==> src/rtl/bus_decoder_nx_pkg.sv <==
// Shared types and default address map for the core-to-peripheral bus decoder.
// Slave order: flash, iof, gpio, pwm0, i2c0, spi master0, timer0, uart0, debug,
// reg_to_pin, spi slave0, dmem, dmem2, imem.
package pck_bus_decoder;

  typedef enum logic [1:0] {IDLE, WAIT, RESP, ERR} state_t;

  localparam int DEF_N_SLAVES  = 14;
  localparam int DEF_ADDR_W    = 32;
  localparam int BUS_READ_MASK = 0;

  typedef logic [DEF_ADDR_W-1:0] addr_tbl_t [DEF_N_SLAVES];

  // dmem (64 KiB) sits inside the dmem2 window; the lower index claims the overlap
  localparam addr_tbl_t DEF_SLV_BASE = '{
    32'h2000_0000, 32'h0300_0000, 32'h0400_0000, 32'h0500_0000,
    32'h0600_0000, 32'h0700_0000, 32'h0800_0000, 32'h0900_0000,
    32'h0A00_0000, 32'h0B00_0000, 32'h0D00_0000, 32'h8000_0000,
    32'h8000_0000, 32'h0000_0000
  };

  localparam addr_tbl_t DEF_SLV_MASK = '{
    32'hF000_0000, 32'hFF00_0000, 32'hFF00_0000, 32'hFF00_0000,
    32'hFF00_0000, 32'hFF00_0000, 32'hFF00_0000, 32'hFF00_0000,
    32'hFF00_0000, 32'hFF00_0000, 32'hFF00_0000, 32'hFFFF_0000,
    32'hFFF0_0000, 32'hFFF0_0000
  };

  function automatic int idx_width(input int n);
    return (n > 1) ? $clog2(n) : 1;
  endfunction

endpackage

==> src/rtl/bus_decoder_nx_if.sv <==
// Bus bundle between the core data port, the decoder and the slave ports.
// Signal names are from the decoder's point of view.
interface bus_decoder_nx_if
  import pck_bus_decoder::*;
#(
  parameter int N_SLAVES = DEF_N_SLAVES,
  parameter int ADDR_W   = DEF_ADDR_W,
  parameter int DATA_W   = 32
);
  logic                       i_req;
  logic [ADDR_W-1:0]          i_addr;
  logic [DATA_W-1:0]          i_wdata;
  logic [DATA_W/8-1:0]        i_wmask;
  logic [DATA_W-1:0]          o_rdata;
  logic                       o_ack;
  logic                       o_err;
  logic [N_SLAVES-1:0]        o_sel;
  logic [ADDR_W-1:0]          o_addr;
  logic [DATA_W-1:0]          o_wdata;
  logic [DATA_W/8-1:0]        o_wmask;
  logic [N_SLAVES*DATA_W-1:0] i_rdata;
  logic [N_SLAVES-1:0]        i_ack;

  modport master (
    output i_req, i_addr, i_wdata, i_wmask, i_rdata, i_ack,
    input  o_rdata, o_ack, o_err, o_sel, o_addr, o_wdata, o_wmask
  );

  modport slave (
    input  i_req, i_addr, i_wdata, i_wmask, i_rdata, i_ack,
    output o_rdata, o_ack, o_err, o_sel, o_addr, o_wdata, o_wmask
  );
endinterface

==> src/rtl/bus_decoder_nx_addr_match.sv <==
// Parallel (base, mask) compare across all slaves with lowest-index priority.
// Purely combinational; yields hit flag, winning index and in-slave offset.
module bus_addr_match
  import pck_bus_decoder::*;
#(
  parameter int N_SLAVES = DEF_N_SLAVES,
  parameter int ADDR_W   = DEF_ADDR_W,
  parameter int IDX_W    = idx_width(DEF_N_SLAVES),
  parameter logic [ADDR_W-1:0] SLV_BASE [N_SLAVES] = DEF_SLV_BASE,
  parameter logic [ADDR_W-1:0] SLV_MASK [N_SLAVES] = DEF_SLV_MASK
) (
  input  logic [ADDR_W-1:0] addr,
  output logic              hit,
  output logic [IDX_W-1:0]  idx,
  output logic [ADDR_W-1:0] offset
);
  logic [N_SLAVES-1:0] match;

  always_comb begin
    match = '0;
    for (int k = 0; k < N_SLAVES; k++) begin
      match[k] = ((addr & SLV_MASK[k]) == SLV_BASE[k]);
    end
  end

  // Walk downward so the lowest matching index is the last one written
  always_comb begin
    hit    = 1'b0;
    idx    = '0;
    offset = '0;
    for (int k = N_SLAVES - 1; k >= 0; k--) begin
      if (match[k]) begin
        hit    = 1'b1;
        idx    = IDX_W'(k);
        offset = addr & ~SLV_MASK[k];
      end
    end
  end

endmodule

==> src/rtl/bus_decoder_nx.sv <==
// N-slave address decoder and single-outstanding transaction sequencer with
// timeout, bus-error response and debug capture of the last faulting address.
module bus_decoder_nx
  import pck_bus_decoder::*;
#(
  parameter int N_SLAVES = DEF_N_SLAVES,
  parameter int ADDR_W   = DEF_ADDR_W,
  parameter int DATA_W   = 32,
  parameter int TIMEOUT  = 255,
  parameter int ERRCNT_W = 16,
  parameter logic [ADDR_W-1:0] SLV_BASE [N_SLAVES] = DEF_SLV_BASE,
  parameter logic [ADDR_W-1:0] SLV_MASK [N_SLAVES] = DEF_SLV_MASK
) (
  input  logic                i_clk,
  input  logic                i_rst,
  bus_decoder_nx_if.slave     bus,
  output logic [ERRCNT_W-1:0] o_err_cnt,
  output logic [ADDR_W-1:0]   o_err_addr
);
  // state | meaning
  // IDLE  | accepting i_req, address decoded combinationally
  // WAIT  | one slave selected, cycle counter running toward TIMEOUT
  // RESP  | one-cycle o_ack with captured read data
  // ERR   | first cycle logs the fault, second cycle drives o_ack + o_err

  localparam int WM_W  = DATA_W / 8;
  localparam int IDX_W = idx_width(N_SLAVES);
  localparam int CNT_W = 16;
  localparam logic [CNT_W-1:0]    CNT_LAST  = CNT_W'(TIMEOUT - 1);
  localparam logic [WM_W-1:0]     READ_MASK = WM_W'(BUS_READ_MASK);
  localparam logic [N_SLAVES-1:0] SEL_ONE   = N_SLAVES'(1);

  state_t               state_q, state_d;
  logic [CNT_W-1:0]     cnt_q;
  logic [IDX_W-1:0]     idx_q;
  logic [ADDR_W-1:0]    offset_q;
  logic [ADDR_W-1:0]    req_addr_q;
  logic [DATA_W-1:0]    wdata_q;
  logic [WM_W-1:0]      wmask_q;
  logic [DATA_W-1:0]    rdata_q;
  logic [ERRCNT_W-1:0]  err_cnt_q;
  logic [ADDR_W-1:0]    err_addr_q;

  logic                 hit;
  logic [IDX_W-1:0]     hit_idx;
  logic [ADDR_W-1:0]    hit_offset;
  logic [DATA_W-1:0]    slv_rdata [N_SLAVES];
  logic                 ack_sel;
  logic                 err_log;
  logic                 err_resp;

  bus_addr_match #(
    .N_SLAVES (N_SLAVES),
    .ADDR_W   (ADDR_W),
    .IDX_W    (IDX_W),
    .SLV_BASE (SLV_BASE),
    .SLV_MASK (SLV_MASK)
  ) u_match (
    .addr   (bus.i_addr),
    .hit    (hit),
    .idx    (hit_idx),
    .offset (hit_offset)
  );

  for (genvar k = 0; k < N_SLAVES; k++) begin : g_rdata
    assign slv_rdata[k] = bus.i_rdata[k*DATA_W +: DATA_W];
  end

  // Only the latched slave's acknowledge can ever advance the FSM
  assign ack_sel  = bus.i_ack[idx_q];
  assign err_log  = (state_q == ERR) && (cnt_q == '0);
  assign err_resp = (state_q == ERR) && (cnt_q != '0);

  always_ff @(posedge i_clk) begin
    if (i_rst) state_q <= IDLE;
    else       state_q <= state_d;
  end

  always_comb begin
    state_d = state_q;
    case (state_q)
      IDLE: if (bus.i_req) state_d = hit ? WAIT : ERR;
      WAIT: begin
        if (ack_sel)                state_d = RESP;
        else if (cnt_q == CNT_LAST) state_d = ERR;
      end
      RESP: state_d = IDLE;
      ERR:  if (err_resp) state_d = IDLE;
      default: state_d = IDLE;
    endcase
  end

  always_comb begin
    bus.o_sel   = '0;
    bus.o_ack   = 1'b0;
    bus.o_err   = 1'b0;
    bus.o_rdata = '0;
    case (state_q)
      WAIT: bus.o_sel = SEL_ONE << idx_q;
      RESP: begin
        bus.o_ack   = 1'b1;
        bus.o_rdata = rdata_q;
      end
      ERR: begin
        bus.o_ack = err_resp;
        bus.o_err = err_resp;
      end
      default: ;
    endcase
  end

  always_ff @(posedge i_clk) begin
    if (i_rst) begin
      cnt_q      <= '0;
      idx_q      <= '0;
      offset_q   <= '0;
      req_addr_q <= '0;
      wdata_q    <= '0;
      wmask_q    <= '0;
      rdata_q    <= '0;
      err_cnt_q  <= '0;
      err_addr_q <= '0;
    end else begin
      if (state_d != state_q)
        cnt_q <= '0;
      else if (state_q == WAIT || state_q == ERR)
        cnt_q <= cnt_q + CNT_W'(1);

      case (state_q)
        IDLE: if (bus.i_req) begin
          req_addr_q <= bus.i_addr;
          if (hit) begin
            idx_q    <= hit_idx;
            offset_q <= hit_offset;
            wdata_q  <= bus.i_wdata;
            wmask_q  <= bus.i_wmask;
          end
        end
        WAIT: if (ack_sel)
          rdata_q <= (wmask_q == READ_MASK) ? slv_rdata[idx_q] : '0;
        ERR: if (err_log) begin
          if (err_cnt_q != '1) err_cnt_q <= err_cnt_q + ERRCNT_W'(1);
          err_addr_q <= req_addr_q;
        end
        default: ;
      endcase
    end
  end

  assign bus.o_addr  = offset_q;
  assign bus.o_wdata = wdata_q;
  assign bus.o_wmask = wmask_q;
  assign o_err_cnt   = err_cnt_q;
  assign o_err_addr  = err_addr_q;

endmodule

==> src/flat_wrapper.sv <==
// flat-port wrapper written by rule: the top's interface ports become plain ports
module bus_decoder_nx_flat import pck_bus_decoder::*;
#(
  parameter int N_SLAVES = DEF_N_SLAVES,
  parameter int ADDR_W   = DEF_ADDR_W,
  parameter int DATA_W   = 32,
  parameter int TIMEOUT  = 255,
  parameter int ERRCNT_W = 16,
  parameter logic [ADDR_W-1:0] SLV_BASE [N_SLAVES] = DEF_SLV_BASE,
  parameter logic [ADDR_W-1:0] SLV_MASK [N_SLAVES] = DEF_SLV_MASK
)
  (i_clk, i_rst, o_err_cnt, o_err_addr, bus_i_req, bus_i_addr, bus_i_wdata, bus_i_wmask, bus_i_rdata, bus_i_ack, bus_o_rdata, bus_o_ack, bus_o_err, bus_o_sel, bus_o_addr, bus_o_wdata, bus_o_wmask);
  bus_decoder_nx_if #(.N_SLAVES(N_SLAVES), .ADDR_W(ADDR_W), .DATA_W(DATA_W)) bus_i ();
  input  logic i_clk;
  input  logic i_rst;
  output logic [ERRCNT_W-1:0] o_err_cnt;
  output logic [ADDR_W-1:0] o_err_addr;
  input wire logic [$bits(bus_i.i_req)-1:0] bus_i_req;
  input wire logic [$bits(bus_i.i_addr)-1:0] bus_i_addr;
  input wire logic [$bits(bus_i.i_wdata)-1:0] bus_i_wdata;
  input wire logic [$bits(bus_i.i_wmask)-1:0] bus_i_wmask;
  input wire logic [$bits(bus_i.i_rdata)-1:0] bus_i_rdata;
  input wire logic [$bits(bus_i.i_ack)-1:0] bus_i_ack;
  output wire logic [$bits(bus_i.o_rdata)-1:0] bus_o_rdata;
  output wire logic [$bits(bus_i.o_ack)-1:0] bus_o_ack;
  output wire logic [$bits(bus_i.o_err)-1:0] bus_o_err;
  output wire logic [$bits(bus_i.o_sel)-1:0] bus_o_sel;
  output wire logic [$bits(bus_i.o_addr)-1:0] bus_o_addr;
  output wire logic [$bits(bus_i.o_wdata)-1:0] bus_o_wdata;
  output wire logic [$bits(bus_i.o_wmask)-1:0] bus_o_wmask;
  assign bus_i.i_req = bus_i_req;
  assign bus_i.i_addr = bus_i_addr;
  assign bus_i.i_wdata = bus_i_wdata;
  assign bus_i.i_wmask = bus_i_wmask;
  assign bus_i.i_rdata = bus_i_rdata;
  assign bus_i.i_ack = bus_i_ack;
  assign bus_o_rdata = bus_i.o_rdata;
  assign bus_o_ack = bus_i.o_ack;
  assign bus_o_err = bus_i.o_err;
  assign bus_o_sel = bus_i.o_sel;
  assign bus_o_addr = bus_i.o_addr;
  assign bus_o_wdata = bus_i.o_wdata;
  assign bus_o_wmask = bus_i.o_wmask;
  bus_decoder_nx #(.N_SLAVES(N_SLAVES), .ADDR_W(ADDR_W), .DATA_W(DATA_W), .TIMEOUT(TIMEOUT), .ERRCNT_W(ERRCNT_W), .SLV_BASE(SLV_BASE), .SLV_MASK(SLV_MASK)) u_core (.i_clk(i_clk), .i_rst(i_rst), .bus(bus_i), .o_err_cnt(o_err_cnt), .o_err_addr(o_err_addr));
endmodule
==> config.mk <==
export PLATFORM = sky130hd
export DESIGN_NAME = bus_decoder_nx_flat
export DESIGN_NICKNAME = d
export VERILOG_FILES = /design/src/rtl/bus_decoder_nx_pkg.sv /design/src/rtl/bus_decoder_nx_if.sv /design/src/rtl/bus_decoder_nx_addr_match.sv /design/src/rtl/bus_decoder_nx.sv /design/src/flat_wrapper.sv
export SDC_FILE = /design/constraint.sdc
export NUM_CORES = 1
export LEC_CHECK = 0
export CAP_MARGIN = 20
export CORE_AREA = 4 4 273 275
export CTS_CLUSTER_DIAMETER = 30
export DETAILED_ROUTE_END_ITERATION = 16
export DIE_AREA = 0 0 277 279
export PLACE_DENSITY = 0.54
export SYNTH_ARGS = -nofsm -noshare
export SYNTH_HDL_FRONTEND = slang
export SYNTH_HIERARCHICAL = 1
export SYNTH_SLANG_ARGS = --single-unit
export TNS_END_PERCENT = 100
==> constraint.sdc <==
create_clock -name i_clk -period 3 [get_ports i_clk]
set_clock_uncertainty 0.1 [all_clocks]
set_input_delay 0.6 -clock i_clk [delete_from_list [all_inputs] [get_ports i_clk]]
set_output_delay 0.6 -clock i_clk [all_outputs]
set_load 0.01 [all_outputs]
* Word level (Yosys, flattened, before mapping)
Cells that the tools add are included.
Widths: inputs -> output; s select.
** Storage, ports and cells
- ROM bits :: 0
- Logic and storage cells :: 107
- Latch bits :: 0
- Input bits :: 533
- Output and inout bits :: 164
- Memories kept :: 0
- RAM bits :: 0
- Register bits :: 202
** Cells by class
- Multipliers :: 0
- Multiplexer cells :: 58
- $lt $le $gt $ge :: 2
- Bitwise logic cells :: 1
- $add $sub $neg :: 2
- Div/mod/pow operators :: 0
- Reductions and logical operators :: 14
- Shift operators :: 1
- Equality and inequality tests :: 19
** Operator list (count)
- $mux 32 :: 14
- $bmux 32 s4 :: 1
- $mux 20 :: 3
- $mux 4 :: 14
- $eq 8x4->1 const B :: 5
- $add 16x1->16 const B :: 2
- $eq 8x3->1 const B :: 4
- $logic_not 32->1 :: 1
- $mux 24 :: 1
- $eq 16x16->1 const B :: 1
- $eq 16x8->1 const B :: 1
- $logic_not 16->1 :: 1
- $mux 1 :: 16
- $ne 16x16->1 const B :: 1
- $reduce_bool 16->1 :: 1
- $mux 14 :: 1
- $shl 1x4->14 const A :: 1
- $eq 12x12->1 const B :: 1
- $mux 2 :: 5
- $eq 8x2->1 const B :: 1
- $pmux 2 s4 :: 1
- $reduce_and 2->1 :: 3
- $reduce_and 3->1 :: 2
- $ge 5x5->1 const B :: 1
- 13 further kinds :: 15

* Depth between registers and ports, before layout
- Word-level depth :: 20
- Mapped depth :: 11
- Gate-level depth less buffers :: 7

* Hierarchy
Netlist, hierarchy kept.
** Modules (own cells, without submodules)
- bus_decoder_nx :: cells each 1383, times used 1, sequential area each 4043.9 um2, area each 11888.9 um2
- bus_addr_match :: cells each 79, times used 1, sequential area each 0.0 um2, area each 583.1 um2

* Least setup slack after synthesis
OpenSTA, ideal clock, no wires.
- Path kind :: input to register
- From :: input port bus_i_addr[26]
- To :: register u_core.cnt_q[10]
- Path slack :: 0.569 ns
- Arrival time :: 2.258 ns
- Stages :: 10
- Path through :: clkbuf_1 a311oi_1 o21ai_2 buf_6 nand2_1 o22ai_1 or3_1 buf_2 buf_6 nor3_2
** On the way
- Word-level cells in the longest chain between the ends :: 20
** RTL lines
- from (decl) :: line flat_wrapper.sv:19 : input wire logic [$bits(bus_i.i_addr)-1:0] bus_i_addr;
- $logic_not 32->1 :: line bus_decoder_nx_addr_match.sv:22 : match[k] = ((addr & SLV_MASK[k]) == SLV_BASE[k]);
- $mux 1 (12 in a row) :: line bus_decoder_nx_addr_match.sv:32 : if (match[k]) begin
- $mux 1 (*) (2 in a row) :: line bus_decoder_nx_addr_match.sv:32
- named net u_core.hit :: line bus_decoder_nx.sv:44 : logic hit;
- $mux 2 (*) (2 in a row) :: line bus_decoder_nx.sv:82 : IDLE: if (bus.i_req) state_d = hit ? WAIT : ERR;
- $pmux 2 s4 (*) :: line bus_decoder_nx.sv:81 : case (state_q)
- $ne 2x2->1 (*) :: line bus_decoder_nx.sv:124 : if (state_d != state_q)
- $reduce_or 2->1 (no line) (*)
- to (signal assigned) :: line bus_decoder_nx.sv:127 : cnt_q <= cnt_q + CNT_W'(1);
- to (decl) :: line bus_decoder_nx.sv:34 : logic [CNT_W-1:0] cnt_q;
The timed path passes the listed nets; every way through them passes the cells marked *.
A chain may end at the register's enable or synchronous reset.

* Worst setup path in the final report
- From :: register u_core.state_q[0]
- To :: output port bus_o_rdata[13]
** On the way
- Word-level cells in the longest chain between the ends :: 2
** RTL lines
- from (decl) :: line bus_decoder_nx.sv:33 : state_t state_q, state_d;
- from (signal assigned) :: line bus_decoder_nx.sv:76 : else state_q <= state_d;
- $eq 2x2->1 :: line bus_decoder_nx.sv:98 : case (state_q)
- $mux 32 :: line bus_decoder_nx.sv:98
- to (decl) :: line flat_wrapper.sv:24 : output wire logic [$bits(bus_i.o_rdata)-1:0] bus_o_rdata;
Every way passes these cells.

==> results.cfg <==
[outcome]
status = finished clean

[floorplan]
io_pins = 697
core-area_um2 = 72300
die_area_um2 = 77300
rows = 99
initial_core_util_pct = 17.2
die-width_um = 277
die_h_um = 279

[critical_path]
critPathKind = reg -> out
startpoint_type = register
end_kind = primary output
crit_required_ns = 2.30
critical_path_peak_fanout = 16
arrival_ns = 2.25

[power]
p_per_area_nw_per_um2 = 439
leakage_nw = 7.87
p_switching_mw = 2.55
p_seq_share_pct = 28.1
pwr-share-clk_pct = 57.1
irDropWorstVdd_uv = 435
power.total_mw = 10.0
p_int_mw = 7.47
p_comb_share_pct = 14.8
switching_share_pct = 25.4

[timing]
hold_viol_final = 0
tightest_slew_ns = 0.734
fin_crit_ns = 2.95
relSlewSlack_pct = 51.0
fmax_mhz = 340
holdWs_ns = 0.330
rsz0062_at_grt = yes
slew_violations = 0
timing.final.crit_share_pct = 98.2
setup_violations = 0

[hold_path]
worst_hold_path_type = reg -> reg

[synthesis]
synth-edff-count = 0
synth_top_area_share_pct = 32.4
synth_seq_cells = 202
synthCells = 1462
ys_async_sr_fraction_pct = 0
syn_area_per_cell_um2 = 8.53
synth_top_area_cell = dfxtp_1
ys_warn_count = 6
yosysUniqueCellTypes = 60
ys_top_cells_by_area = dfxtp_1 (32%), mux4_2 (12%), nand2_1 (11%)
synthesis.area_um2 = 12500
yosysSeqAreaShare_pct = 32.4
synthFlopType = dfxtp_1

[route]
first_iter_violations = 784
via_per_inst = 4.43
avgRoutedWirePerCell_um = 24.0
wl_mm = 76.2
antenna_left = 0
dr.pass1.iters = 4
vias = 14100
drc_errors = 0

[layout]
areaGrowthSynthToFinish_pct = 82.8
nFillCells = 7499
nNetsFinal = 2706
drive_gt1_share_pct = 17.9
layout_common_cells = clkdlybuf4s50_1 (662), nand2_1 (359), dfxtp_1 (195)
utilization_pct = 31.5
fin_cells = 3183
layout_commonest_cell = clkdlybuf4s50_1

[place]
hpwl_mm = 60.5
dp_cells = 3059
gp_congestion = 0.924
io_buffers = 696

[grt]
gr-total-overflow = 0
grt_util_all_layers_pct = 18.5
grt_max_degree = 158
antenna_found_initial = 32
grt_pass1_vias = 14600
grt_pass1_wl_mm = 106

[run]
cap_violations = 0

[clocking]
cts_buffers = 57
cts_tree = built
htree_levels = 2
clkTransAtPathRegs_ns = 0.04
hold_buffers = 0
clock_path_buffers = 3
cts-root-buf = clkbuf_16
numClockSinks = 202
clkLatencyLatePin_ns = 0.60
final timing paths:
path | from | endpoint | slack (ns) | cells past startpoint
hold / removal | u_core/req_addr_q[29]$_SDFFE_PP0P_ | u_core/o_err_addr[29]$_SDFFE_PP0P_ | 0.33 | 2
setup / recovery | u_core/state_q[0]$_SDFF_PP0_ | bus_o_rdata[13] | 0.05 | 6
setup reg to reg | u_core/idx_q[0]$_SDFFE_PP0P_ | u_core/state_q[1]$_SDFF_PP0_ | 0.26 | 5
hold reg to reg | u_core/req_addr_q[29]$_SDFFE_PP0P_ | u_core/o_err_addr[29]$_SDFFE_PP0P_ | 0.33 | 2
timing repair:
item / CTS / global route
setup buffers: 2 / 7
setup endpoints to repair: 48 / 18
cloned: 0 / 1
gates resized for setup: 38 / 15
synth_stat cells (13+ instances only):
| library cell | n |
|---|---|
| nand2_1 | 362 |
| dfxtp_1 | 202 |
| a21oi_1 | 181 |
| mux2_2 | 98 |
| clkbuf_1 | 71 |
| nor2b_1 | 69 |
| mux4_2 | 65 |
| nor3_1 | 48 |
| and2_1 | 40 |
| mux2i_1 | 39 |
| buf_2 | 36 |
| a22oi_1 | 32 |
| nor2_1 | 29 |
| a21boi_2 | 19 |
| nand3_1 | 15 |
| xor2_1 | 13 |
through the flow:
step	setup TNS, ns	setup slack, ns	cell area (um^2)
2_1_floorplan	0	0.569	12500
3_3_place_gp	0	0.0365	20700
3_5_place_dp	0	0.0310	20700
4_1_cts	0	0.00100	22600
5_1_grt	-0.0586	-0.0159	22800
6_report	0	0.0547	22800
logic make-up (layout without fill, tap and decap cells):
group	after synthesis	in the layout	share of synthesized area, %
DFF	202	202	32.4
and+or+nand+nor	636	636	24.2
muxes	203	203	23.8
other	1	17	0.0301
adders and majority gates	4	4	0.401
buffers and inverters	133	879	4.94
AOI/OAI and AO/OA	265	265	13.0
xor gates and xnor gates	18	18	1.26
power by group through the flow:
| stage | Combinational (mW) | Sequential [mW] | Clock, mW |
|---|---|---|---|
| after floorplan | 0.471 | 2.85 | 0 |
| after global placement | 1.45 | 2.86 | 0 |
| after detailed placement | 1.46 | 2.86 | 0 |
| after CTS | 1.47 | 2.81 | 5.86 |
| after global routing | 1.58 | 2.82 | 6.00 |
| final | 1.48 | 2.81 | 5.72 |
worst max-delay path: stages, from the launching register on:
cell and delay [ns]:
dfxtp_2 0.35, buf_4 0.19, nor2b_4 0.17, buf_12 0.13, clkbuf_16 0.18, and2_1 0.27, dlygate4sd2_1 0.35
metal layers:
| metal | GRT usage, % | part of all wire [%] |
|---|---|---|
| met1 | 22.4 | 41 |
| met2 | 30.0 | 46 |
| met3 | 7.82 | 10 |
| met4 | 5.63 | 2.4 |
| met5 | 0 | 0.18 |
flip-flops by register name, indices dropped and copies added (netlist names):
signal	flops
u_core/cnt_q	16
u_core/idx_q	4
u_core/o_err_addr	32
u_core/bus.o_addr	32
u_core/bus.o_wdata	32
u_core/req_addr_q	32
u_core/rdata_q	32
u_core/state_q	2
u_core/o_err_cnt	16
u_core/bus.o_wmask	4
final cells by class:
cell class	count	area [um^2]	area share, %
diodes	13	32.5	0.143
clock buffers	73	1540	6.74
repair buffers	769	7720	33.9
multi-input cells	1130	7910	34.7
inverters	9	37.5	0.165
clock inverters	28	303	1.33
flip-flops and latches	202	4060	17.8
well taps	959	1200	5.26
(Power assumes the default switching activity.)
